[src/rtl/lut_weight_streamer.sv]
// Reads one tensor from LUT storage over a byte-wide synchronous port and streams it as LANES-wide
// beats. Optional running word checksum output when LUT_STREAM_CHECKSUM_EN is defined.
module lut_weight_streamer #(
  parameter int unsigned DATA_WIDTH = 8,
  parameter int unsigned LANES      = 4,
  parameter int unsigned ADDR_WIDTH = 12,
  parameter int unsigned LEN_WIDTH  = 9
) (
  input  logic                        clk,
  input  logic                        rst,
  input  logic                        lut_done,
  input  logic                        start,
  input  logic [ADDR_WIDTH-1:0]       cfg_base,
  input  logic [LEN_WIDTH-1:0]        cfg_len,
  output logic                        rd_en,
  output logic [ADDR_WIDTH-1:0]       rd_addr,
  input  logic [DATA_WIDTH-1:0]       rd_data,
  output logic                        m_valid,
  input  logic                        m_ready,
  output logic [DATA_WIDTH*LANES-1:0] m_data,
  output logic                        m_last,
  output logic                        busy,
  output logic                        done
`ifdef LUT_STREAM_CHECKSUM_EN
  ,
  output logic [15:0]                 checksum
`endif
);

  localparam int unsigned LaneW = (LANES > 1) ? $clog2(LANES) : 1;
  localparam int unsigned BeatW = DATA_WIDTH * LANES;

  typedef enum logic [1:0] {StIdle, StWaitLut, StFetch, StDrain} state_e;

  state_e                state_q, state_d;
  logic [ADDR_WIDTH-1:0] base_q;
  logic [LEN_WIDTH-1:0]  len_q, iss_idx_q, ret_idx_q;
  logic [LaneW-1:0]      ret_lane_q;
  logic                  rd_pend_q, open_q, done_q, done_d;
  logic [BeatW-1:0]      gather_q, beat_data;
  logic [BeatW-1:0]      fifo_data_q [2];
  logic [1:0]            fifo_last_q;
  logic                  wr_ptr_q, rd_ptr_q;
  logic [1:0]            cnt_q, credit;
  logic                  accept, pop, push, last_ret;

  assign accept   = (state_q == StIdle) && start;
  assign m_valid  = (cnt_q != 2'd0);
  assign pop      = m_valid && m_ready;
  assign last_ret = rd_pend_q && (ret_idx_q == len_q - LEN_WIDTH'(1));
  assign push     = rd_pend_q && ((ret_lane_q == LaneW'(LANES - 1)) || last_ret);
  // Beats queued (net of this cycle's pop) plus a beat under construction.
  assign credit   = 2'(cnt_q - {1'b0, pop}) + {1'b0, open_q};
  assign rd_en    = (state_q == StFetch) && (credit < 2'd2);
  assign rd_addr  = base_q + ADDR_WIDTH'(iss_idx_q);
  assign m_data   = fifo_data_q[rd_ptr_q];
  assign m_last   = fifo_last_q[rd_ptr_q] && m_valid;
  assign busy     = (state_q != StIdle);
  assign done     = done_q;

  always_comb begin
    beat_data = gather_q;
    for (int unsigned k = 0; k < LANES; k++) begin
      if (ret_lane_q == LaneW'(k)) beat_data[k*DATA_WIDTH +: DATA_WIDTH] = rd_data;
    end
  end

  always_comb begin
    state_d = state_q;
    done_d  = 1'b0;
    unique case (state_q)
      StIdle: begin
        if (start) begin
          if (!lut_done)             state_d = StWaitLut;
          else if (cfg_len == '0)    done_d  = 1'b1;
          else                       state_d = StFetch;
        end
      end
      StWaitLut: begin
        if (lut_done) begin
          if (len_q == '0) begin
            state_d = StIdle;
            done_d  = 1'b1;
          end else begin
            state_d = StFetch;
          end
        end
      end
      StFetch: begin
        if (rd_en && (iss_idx_q == len_q - LEN_WIDTH'(1))) state_d = StDrain;
      end
      StDrain: begin
        if (pop && m_last) begin
          state_d = StIdle;
          done_d  = 1'b1;
        end
      end
      default: state_d = StIdle;
    endcase
  end

  always_ff @(posedge clk or negedge rst) begin
    if (!rst) begin
      state_q        <= StIdle;
      done_q         <= 1'b0;
      base_q         <= '0;
      len_q          <= '0;
      iss_idx_q      <= '0;
      ret_idx_q      <= '0;
      ret_lane_q     <= '0;
      rd_pend_q      <= 1'b0;
      open_q         <= 1'b0;
      gather_q       <= '0;
      fifo_data_q[0] <= '0;
      fifo_data_q[1] <= '0;
      fifo_last_q    <= '0;
      wr_ptr_q       <= 1'b0;
      rd_ptr_q       <= 1'b0;
      cnt_q          <= '0;
    end else begin
      state_q   <= state_d;
      done_q    <= done_d;
      rd_pend_q <= rd_en;
      open_q    <= (open_q && !push) || rd_en;
      if (accept) begin
        base_q     <= cfg_base;
        len_q      <= cfg_len;
        iss_idx_q  <= '0;
        ret_idx_q  <= '0;
        ret_lane_q <= '0;
        gather_q   <= '0;
      end else begin
        if (rd_en) iss_idx_q <= iss_idx_q + LEN_WIDTH'(1);
        if (rd_pend_q) begin
          ret_idx_q  <= ret_idx_q + LEN_WIDTH'(1);
          ret_lane_q <= (ret_lane_q == LaneW'(LANES - 1)) ? '0 : ret_lane_q + LaneW'(1);
          // Clearing after a push leaves unfilled lanes of a short final beat at zero.
          gather_q   <= push ? '0 : beat_data;
        end
      end
      if (push) begin
        fifo_data_q[wr_ptr_q] <= beat_data;
        fifo_last_q[wr_ptr_q] <= last_ret;
        wr_ptr_q              <= !wr_ptr_q;
      end
      if (pop) rd_ptr_q <= !rd_ptr_q;
      cnt_q <= cnt_q + {1'b0, push} - {1'b0, pop};
    end
  end

`ifdef LUT_STREAM_CHECKSUM_EN
  logic [15:0] sum_q;

  always_ff @(posedge clk or negedge rst) begin
    if (!rst) begin
      sum_q <= '0;
    end else if (accept) begin
      sum_q <= '0;
    end else if (rd_pend_q) begin
      sum_q <= sum_q + 16'(rd_data);
    end
  end

  assign checksum = sum_q;
`endif

endmodule

[config.mk]
export PLATFORM = sky130hd
export DESIGN_NAME = lut_weight_streamer
export DESIGN_NICKNAME = d
export VERILOG_FILES = /design/src/rtl/lut_weight_streamer.sv
export SDC_FILE = /design/constraint.sdc
export NUM_CORES = 1
export LEC_CHECK = 0
export CAP_MARGIN = 10
export CELL_PAD_IN_SITES_DETAIL_PLACEMENT = 0
export CELL_PAD_IN_SITES_GLOBAL_PLACEMENT = 1
export CORE_MARGIN = 5
export CORE_UTILIZATION = 40
export CTS_BUF_LIST = sky130_fd_sc_hd__clkbuf_16
export CTS_CLUSTER_SIZE = 16
export DETAILED_ROUTE_END_ITERATION = 12
export PLACE_DENSITY_LB_ADDON = 0.1
export RECOVER_POWER = 50
export SLEW_MARGIN = 20
export SYNTH_ARGS = -nofsm -noshare
export SYNTH_HDL_FRONTEND = slang
export SYNTH_SLANG_ARGS = --single-unit
[constraint.sdc]
create_clock -name clk -period 2.8 [get_ports clk]
set_input_delay 0.42 -clock clk [delete_from_list [all_inputs] [get_ports clk]]
set_output_delay 0.42 -clock clk [all_outputs]
set_load 0.01 [all_outputs]
# --- Word level (Yosys, flattened, before mapping) ---
# Cells that the tools add are included.
# W data, S select, Z words.
word_totals:
  reg_bits: 148
  inputBits: 34
  output_inout_bits: 49
  elab_cells: 112
classes:
  addsub: 9
  magnitude_cmp: 7
  n_eq_ne: 13
  n_mux: 40
  bitwise_logic: 2
  n_reduce_logical: 25
op_table:
  columns: ["operator", "n"]
  rows:
  - ["$mux W32", 7]
  - ["$bwmux W64", 1]
  - ["$mux W9", 4]
  - ["$demux W32 S1", 1]
  - ["$mux W8", 4]
  - ["$mux W2", 10]
  - ["$add A9 B1 Y9 const B", 2]
  - ["$eq A9 B9 Y1", 2]
  - ["$logic_not A9 Y1", 2]
  - ["$add A12 B9 Y12", 1]
  - ["$logic_and A1 B1 Y1", 11]
  - ["$mux W1", 9]
  - ["$sub A9 B1 Y9 const B", 1]
  - ["$eq A2 B2 Y1 const B", 4]
  - ["$pmux W2 S4", 1]
  - ["$reduce_bool A2 Y1", 4]
  - ["$ne A2 B2 Y1 const B", 3]
  - ["$reduce_and A5 Y1", 1]
  - ["$add A2 B1 Y2", 2]
  - ["$eq A2 B1 Y1 const B", 2]
  - ["$ge A2 B2 Y1 const B", 2]
  - ["$logic_not A2 Y1", 2]
  - ["$lt A1 B2 Y1 const B", 2]
  - ["$not A1 Y2", 2]
  - ["other kinds (12)", 16]

# --- Depth between registers and ports, before layout ---
# Gate-level depths: netlist of the first run.
depth:
  ltp_word: 9
  mapped_depth: 14
  mapped_depth_nobuf: 13

# --- Worst setup path before layout of the first run ---
# OpenSTA, ideal clock, no wires.
synth_path:
  path_type: "register to register"
  start: "reg len_q[4]"
  end: "reg cnt_q[1]"
  setup_ns: 0.080
  arrival_ns: 2.904
  setup_slack_ns: -0.184
  path_stages_with_launch: 14
  n_path_buf: 2
  period_less_slack_ns: 2.984
  path_cell_list: "dfrtp_1 clkbuf_1 or4_4 nor3_4 xnor3_1 and2_4 a21o_1 nand2_1 clkbuf_1 ha_1 inv_1 ha_1 xnor2_1 xnor2_1"
synth_via:
  elab_chain_cells: 7
synth_rtl:
  columns: ["element", "line", "text"]
  rows:
  - ["from (decl)", "37", "logic [LEN_WIDTH-1:0] len_q, iss_idx_q, ret_idx_q;"]
  - ["from (signal assigned)", "127", "len_q <= cfg_len;"]
  - ["$sub A9 B1 Y9", "50", "assign last_ret = rd_pend_q && (ret_idx_q == len_q - LEN_WIDTH'(1));"]
  - ["$eq A9 B9 Y1", "50", null]
  - ["$logic_and A1 B1 Y1", "50", null]
  - ["$logic_or A1 B1 Y1", "51", "assign push = rd_pend_q && ((ret_lane_q == LaneW'(LANES - 1)) || last_ret);"]
  - ["$logic_and A1 B1 Y1", "51", null]
  - ["$add A2 B1 Y2", "147", "cnt_q <= cnt_q + {1'b0, push} - {1'b0, pop};"]
  - ["$sub A2 B1 Y2", "147", null]
  - ["to (signal assigned)", "147", null]
  - ["to (decl)", "44", "logic [1:0] cnt_q, credit;"]
# No other way between the ends.
# A chain may end at the register's enable or synchronous reset.

# --- Final worst setup path of the first run ---
layout_path:
  start: "reg iss_idx_q[0]"
  end: "out rd_addr[10]"
layout_via:
  elab_chain_cells: 1
layout_rtl:
  columns: ["element", "line", "text"]
  rows:
  - ["from (decl)", "37", null]
  - ["from (signal assigned)", "133", "if (rd_en) iss_idx_q <= iss_idx_q + LEN_WIDTH'(1);"]
  - ["$add A12 B9 Y12", "55", "assign rd_addr = base_q + ADDR_WIDTH'(iss_idx_q);"]
  - ["to (decl)", "16", "output logic [ADDR_WIDTH-1:0] rd_addr,"]
# No other way between the ends.

==> results_dict.tcl, run 1 <==
set metrics [dict create \
    run_status "finished, violations left" \
    async_flop_share 1.00 \
    crit_arrival_ps 2520 \
    synth_area_um2 7630 \
    ant_nets 0 \
    finalPower_uw 12100 \
    drv_slew 65 \
    finalWirelength_um 20300 \
    ys_seq_area_frac 0.485 \
    final_common_cell "dfrtp_1" \
    cts_num_sinks 148 \
    num_io_pins 83 \
    dp_hpwl_um 13500 \
    synth_seq_cells 148 \
    cts_tree "built" \
    rsz0062_at_grt "true" \
    post_dp_cell_area_um2 9000 \
    end_kind "primary output" \
    r2r_end "fifo_data_q[32]" \
    rows 50 \
    drt_first_pass_iters 5 \
    design_area_um2 9640 \
    peakVddDrop_uv 588 \
    root_buffer "clkbuf_16" \
    synth_enable_flop_cells 0 \
    ys.flop_type "dfrtp_1" \
    start_kind "flop" \
    antenna_found_initial 0 \
    p_leak_uw 0.00422 \
    avgSynthCellArea_um2 10.2 \
    cts_buffer_depth 2 \
    hold_viol_final 0 \
    wire_per_inst_um 18.5 \
    post-place-ws_ps -90.9 \
    fmax_mhz 341 \
    via_count 6088 \
    overflow 0 \
    max_stage_delay_ps 360 \
    place_congestion 0.785 \
    relSlewSlack -0.0913 \
    reg2regPathDepth 9 \
    hold_slack_ps 398 \
    drv_cap 1 \
    io_buffers 82 \
    die_h_um 148 \
    track_usage 0.189 \
    setup_ws_ps -136 \
    critPathSlowestCell "dfrtp_1" \
    vias_per_cell 5.54 \
    drive_above_1_share 0.189 \
    worstPathRequired_ps 2380 \
    synth_cell_types 52 \
    grt_max_degree 65 \
    drc 0 \
    nets 905 \
    synth.net_count 799 \
    cts.reportedPaths.clkPinSlew_ps 60 \
    htreeDepth 4 \
    pwr_density_cell_nw_per_um2 1250 \
    cts_buffers 17 \
    antenna_cells 0 \
    dieArea_um2 21900 \
    reg2reg_slack_ps 0 \
    grt_pass1_wl_um 33400 \
    path_cells "ha_2, inv_2, fa_2, nor2b_2, o21ai_2, a21boi_2, buf_4, o21bai_4, a21oi_2, o21ai_2, xnor2_1, buf_2" \
    core_area_um2 18800 \
    start_util 0.407 \
    hold_class "in -> async" \
    area_delta_synth_final_pct 26.4 \
    chipWidth_um 148 \
    crit_top_cell "o21ai_2" \
    worst_pin_slew_ps 1640 \
    netlist_instances 745 \
    cp_max_fo 2 \
    fillers 1737 \
    first_global_vias 6258 \
    violations "capacitance limit, slew limit, setup timing" \
    skew_ps 12.8 \
    mostFrequentLayoutCells "dfrtp_1, a21oi_1, nand2_1, clkdlybuf4s50_1, buf_4" \
    clk_latency_ps 420 \
    critical_path_class "reg -> out" \
    synth_warnings 0 \
    reg2reg_from "len_q[3]" \
    setup_viol 2 \
    fin_crit_ps 2940 \
    finalCritPeriodShare 1.05 \
    drtIter0Drc 333 \
]
[state kept, by name (all words and copies together), names as in the netlist]
register / count
rd_ptr_q: 1
base_q: 12
cnt_q: 2
fifo_last_q: 2
iss_idx_q: 9
ret_idx_q: 9
state_q: 2
open_q: 1
done: 1
wr_ptr_q: 1
fifo_data_q: 64
gather_q: 32
ret_lane_q: 2
len_q: 9
rd_pend_q: 1
[metrics by stage]
stage | utilization | std cells | setup TNS (ps)
2_1_floorplan | - | 745 | 0
5_1_grt | 0.514 | 1098 | -4510
3_3_place_gp | 0.480 | 1057 | -48.7
6_report | 0.514 | 1098 | -197
3_5_place_dp | 0.480 | 1057 | -141
4_1_cts | 0.510 | 1093 | -132
[Yosys cell counts (2+ instances only)]
library cell	n	area share
a21o_1	4	0.0039
a21oi_1	125	0.082
a22o_1	24	0.028
a31oi_1	2	0.0016
and2_1	3	0.0025
and2_4	2	0.0023
and3_1	9	0.0074
buf_1	19	0.0093
clkbuf_1	34	0.017
dfrtp_1	148	0.49
ha_1	19	0.031
inv_1	15	0.0074
mux2_2	33	0.049
mux2i_1	28	0.037
nand2_1	83	0.041
nand2b_1	2	0.0016
nand3_1	8	0.0052
nand4_1	8	0.0066
nor2_1	29	0.014
nor2b_1	6	0.0049
nor3_1	3	0.0020
nor3b_1	5	0.0049
nor4_1	3	0.0025
nor4b_4	3	0.0093
o21a_1	3	0.0030
o21ai_0	12	0.0079
o21ai_1	4	0.0026
o22ai_1	32	0.026
o41ai_4	3	0.011
or3_1	8	0.0066
xnor2_1	29	0.033
xnor3_1	4	0.012
xor2_1	16	0.018
[repair_timing]
action | CTS | global route
buffers inserted | 4 | 5
hold buffers | 0 | 0
setup endpoints to repair | 9 | 79
gates cloned | 0 | 0
hold endpoints to repair | 0 | 0
resized for setup | 27 | 23
pin swaps | 6 | 16
[kinds of logic after synthesis]
logic type | Yosys count | share of synthesized area
AO/OA/AOI/OAI | 215 | 0.172
flip-flops | 148 | 0.485
multiplexers | 61 | 0.0854
buffers and inverters | 71 | 0.0361
XOR/XNOR | 49 | 0.0635
AND/OR/NAND/NOR | 181 | 0.124
adder cells (fa/ha/maj) | 20 | 0.0338
[report_power, final]
group / switching, uW / internal, uW
sequential: 619 / 2990
clock: 917 / 1210
combinational: 3100 / 3240
total: 4630 / 7440
[worst max-delay path, delay by kind of cell (launching register included)]
family,cells,cell delay (ps)
compound gates,5,560
xor+xnor,1,150
flops,1,360
fa+ha+maj,2,550
simple gates,1,130
buf+inv,3,350
[area by class of cell]
cell class                 instances  area (um2)  share of cell area
inverter                          16        60.1             0.00623
tap                              234         293              0.0304
clock buffer                      17         425              0.0441
multi-input combinational        526        3760               0.390
timing repair buffer             142        1280               0.133
clock inverter                    15         119              0.0123
sequential                       148        3700               0.384
[worst max path at each step]
| stage | start | endpoint | slack [ps] | depth (start not counted) |
|---|---|---|---|---|
| 4_1_cts | iss_idx_q[0] | rd_addr[10] | -80 | 12 |
| 6_report | iss_idx_q[0] | rd_addr[10] | -140 | 12 |
| 3_5_place_dp | iss_idx_q[0] | rd_addr[10] | -90 | 11 |
| 2_1_floorplan | len_q[4] | cnt_q[1] | 2 | 13 |
| 5_1_grt | iss_idx_q[0] | rd_addr[10] | -300 | 12 |
| 3_3_place_gp | base_q[0] | rd_addr[10] | -50 | 11 |
[per-layer routing]
layer  GRT usage  share of wire  vias up
li1            -              -     2869
met1       0.269           0.48     3051
met2       0.297           0.47      154
met3      0.0424          0.047       14
met4      0.0443         0.0079        0
met5           0              0        -
Note: power is estimated with default switching activity, not from simulation.
==> run 2: changes to the inputs <==
--- a/config.mk
+++ b/config.mk
@@ -15,6 +15,7 @@
 export DETAILED_ROUTE_END_ITERATION = 12
 export PLACE_DENSITY_LB_ADDON = 0.1
 export RECOVER_POWER = 50
+export SKIP_LAST_GASP = 1
 export SLEW_MARGIN = 20
 export SYNTH_ARGS = -nofsm -noshare
 export SYNTH_HDL_FRONTEND = slang
==> run 2 against run 1 <==
Compared with the run above: global-route usage stayed put; the flow still finishes with violations (capacitance limit, slew limit, setup timing); via count shrank 0.57%; fmax is 0.55% higher; utilization barely moved; flip-flop and latch count is the same; largest power group unchanged; wire length down 0.13%; power is essentially flat; combinational power hardly changed; setup slack better by 16 ps; critical endpoint unchanged; sequential share of layout area about the same; non-clock buffer count is the same.
==> results_dict.tcl, run 2 (synthesis results as in run 1) <==
set metrics [dict create \
    run_status "finished, violations left" \
    violations "capacitance limit, slew limit, setup timing" \
    die_h_um 148 \
    cts.reportedPaths.clkPinSlew_ps 60 \
    dieArea_um2 21900 \
    antenna_cells 0 \
    drc 0 \
    hold_class "in -> async" \
    htreeDepth 4 \
    fin_util 0.514 \
    root_buffer "clkbuf_16" \
    critPathTopFamily "adder cells" \
    fmax_mhz 343 \
    fin_cells 1098 \
    fin_crit_ps 2920 \
    nets 905 \
    path_buf_inv 3 \
    num_io_pins 83 \
    reg2regPathDepth 9 \
    grt_pass1_wl_um 33400 \
    setup_ws_ps -120 \
    worst_pin_slew_ps 1650 \
    start_util 0.407 \
    largestRegisters "fifo_data_q (64), gather_q (32), base_q (12)" \
    chipWidth_um 148 \
    mostFrequentLayoutCells "dfrtp_1, a21oi_1, nand2_1, clkdlybuf4s50_1, buf_4" \
    place_congestion 0.785 \
    largest_register "fifo_data_q" \
    r2r_end "fifo_data_q[32]" \
    cts_hold_buf 0 \
    drv_cap 1 \
    end_kind "primary output" \
    cts_buffers 17 \
    finalCritPeriodShare 1.04 \
    hold_viol_final 0 \
    design_area_um2 9640 \
    finalWirelength_um 20300 \
    cts_num_sinks 148 \
    area_delta_synth_final_pct 26.3 \
    place_inst 1057 \
    path_cells "ha_2, inv_2, fa_2, nor2b_2, o21ai_2, a21boi_2, buf_4, o21bai_4, a21oi_2, o21ai_2, xnor2_1, buf_2" \
    peakVddDrop_uv 587 \
    cts_tree "built" \
    drtIter0Drc 345 \
    via_count 6053 \
    clk_latency_ps 420 \
    crit_start "iss_idx_q[0]" \
    reg2reg_from "len_q[3]" \
    track_usage 0.189 \
    post_dp_cell_area_um2 9000 \
    ant_nets 0 \
    drive_above_1_share 0.189 \
    cts_buffer_depth 2 \
    cp_max_fo 2 \
    first_global_vias 6254 \
    timing.critical_path.to "rd_addr[10]" \
    max_stage_delay_ps 360 \
    start_kind "flop" \
    antenna_found_initial 0 \
    core_area_um2 18800 \
    largest_reg_flops 64 \
    overflow 0 \
    relSlewSlack -0.0991 \
    wire_per_inst_um 18.5 \
    crit_top_cell "o21ai_2" \
    critPathSlowestCell "dfrtp_1" \
    final_common_cell "dfrtp_1" \
    drv_slew 65 \
    drt_first_pass_iters 6 \
    hold_slack_ps 399 \
    vias_per_cell 5.51 \
    rsz0062_at_grt "true" \
    pwr_density_cell_nw_per_um2 1250 \
    setup_viol 2 \
    io_buffers 82 \
    reg2reg_slack_ps 0 \
    crit_cells 12 \
    crit_arrival_ps 2500 \
    grt_max_degree 65 \
    p_leak_uw 0.00422 \
    rows 50 \
    worstPathRequired_ps 2380 \
    dp_hpwl_um 13500 \
    critical_path_class "reg -> out" \
    skew_ps 11.3 \
]
-- run 2: cell types whose count changed in the layout (fill, tap and decap cells not counted), sizes merged --
cell	change
dlygate4sd2	+1
dlymetal6s2s	-1
clkdlybuf4s50	+1
clkdlybuf4s15	-1
-- run 2: how the worst min path moves through the flow --
stage / startpoint / end / slack [ps]
4_1_cts: rst / state_q[1] / 7
2_1_floorplan: rst / base_q[0] / 120
3_3_place_gp: rst / rd_ptr_q / 450
5_1_grt: fifo_last_q[1] / fifo_last_q[1] / 500
6_report: rst / state_q[1] / 400
3_5_place_dp: rst / state_q[1] / 460
-- run 2: routing by layer --
metal	wire length, um	GRT usage	up-vias
met5	0	0	-
met4	165	0.0443	0
met3	901	0.0424	14
met2	9450	0.296	142
met1	9760	0.269	3032
li1	-	-	2865
-- run 2: worst reg2reg max path, stage by stage, from the launching register on --
cell	delay (ps)
dfrtp_1	370
or4_1	630
nor4_4	350
xnor3_1	290
and2_4	160
a21o_1	170
buf_4	210
and2_1	190
buf_12	170
a21oi_1	180
-- run 2: stage by stage --
stage          setup TNS (ps)  total power, uW  setup WS, ps
6_report                 -183            12100          -120
5_1_grt                 -4570            13000          -290
4_1_cts                  -181            12000          -111
3_5_place_dp             -141             9890         -90.9
3_3_place_gp            -48.7             9730         -48.7
2_1_floorplan               0             7440          1.58
-- run 2: where the power goes --
group          switching [uW]  leakage [uW]  internal (uW)
sequential                620       0.00182           2990
combinational            3090       0.00212           3240
clock                     917      0.000273           1210
total                    4630       0.00422           7450
-- run 2: what timing repair did --
item                       in CTS  in global routing
setup endpoints to repair       9                 79
resized for setup              26                 22
pin swaps                       5                 16
buffers inserted                4                  5
hold endpoints to repair        0                  0
-- run 2: layout make-up --
cell class | count | area [um2]
Inverter | 16 | 60.1
Tap cell | 234 | 293
Sequential cell | 148 | 3700
Multi-Input combinational cell | 526 | 3760
Clock inverter | 15 | 119
Fill cell | 1738 | 9130
Timing Repair Buffer | 142 | 1270
Clock buffer | 17 | 425
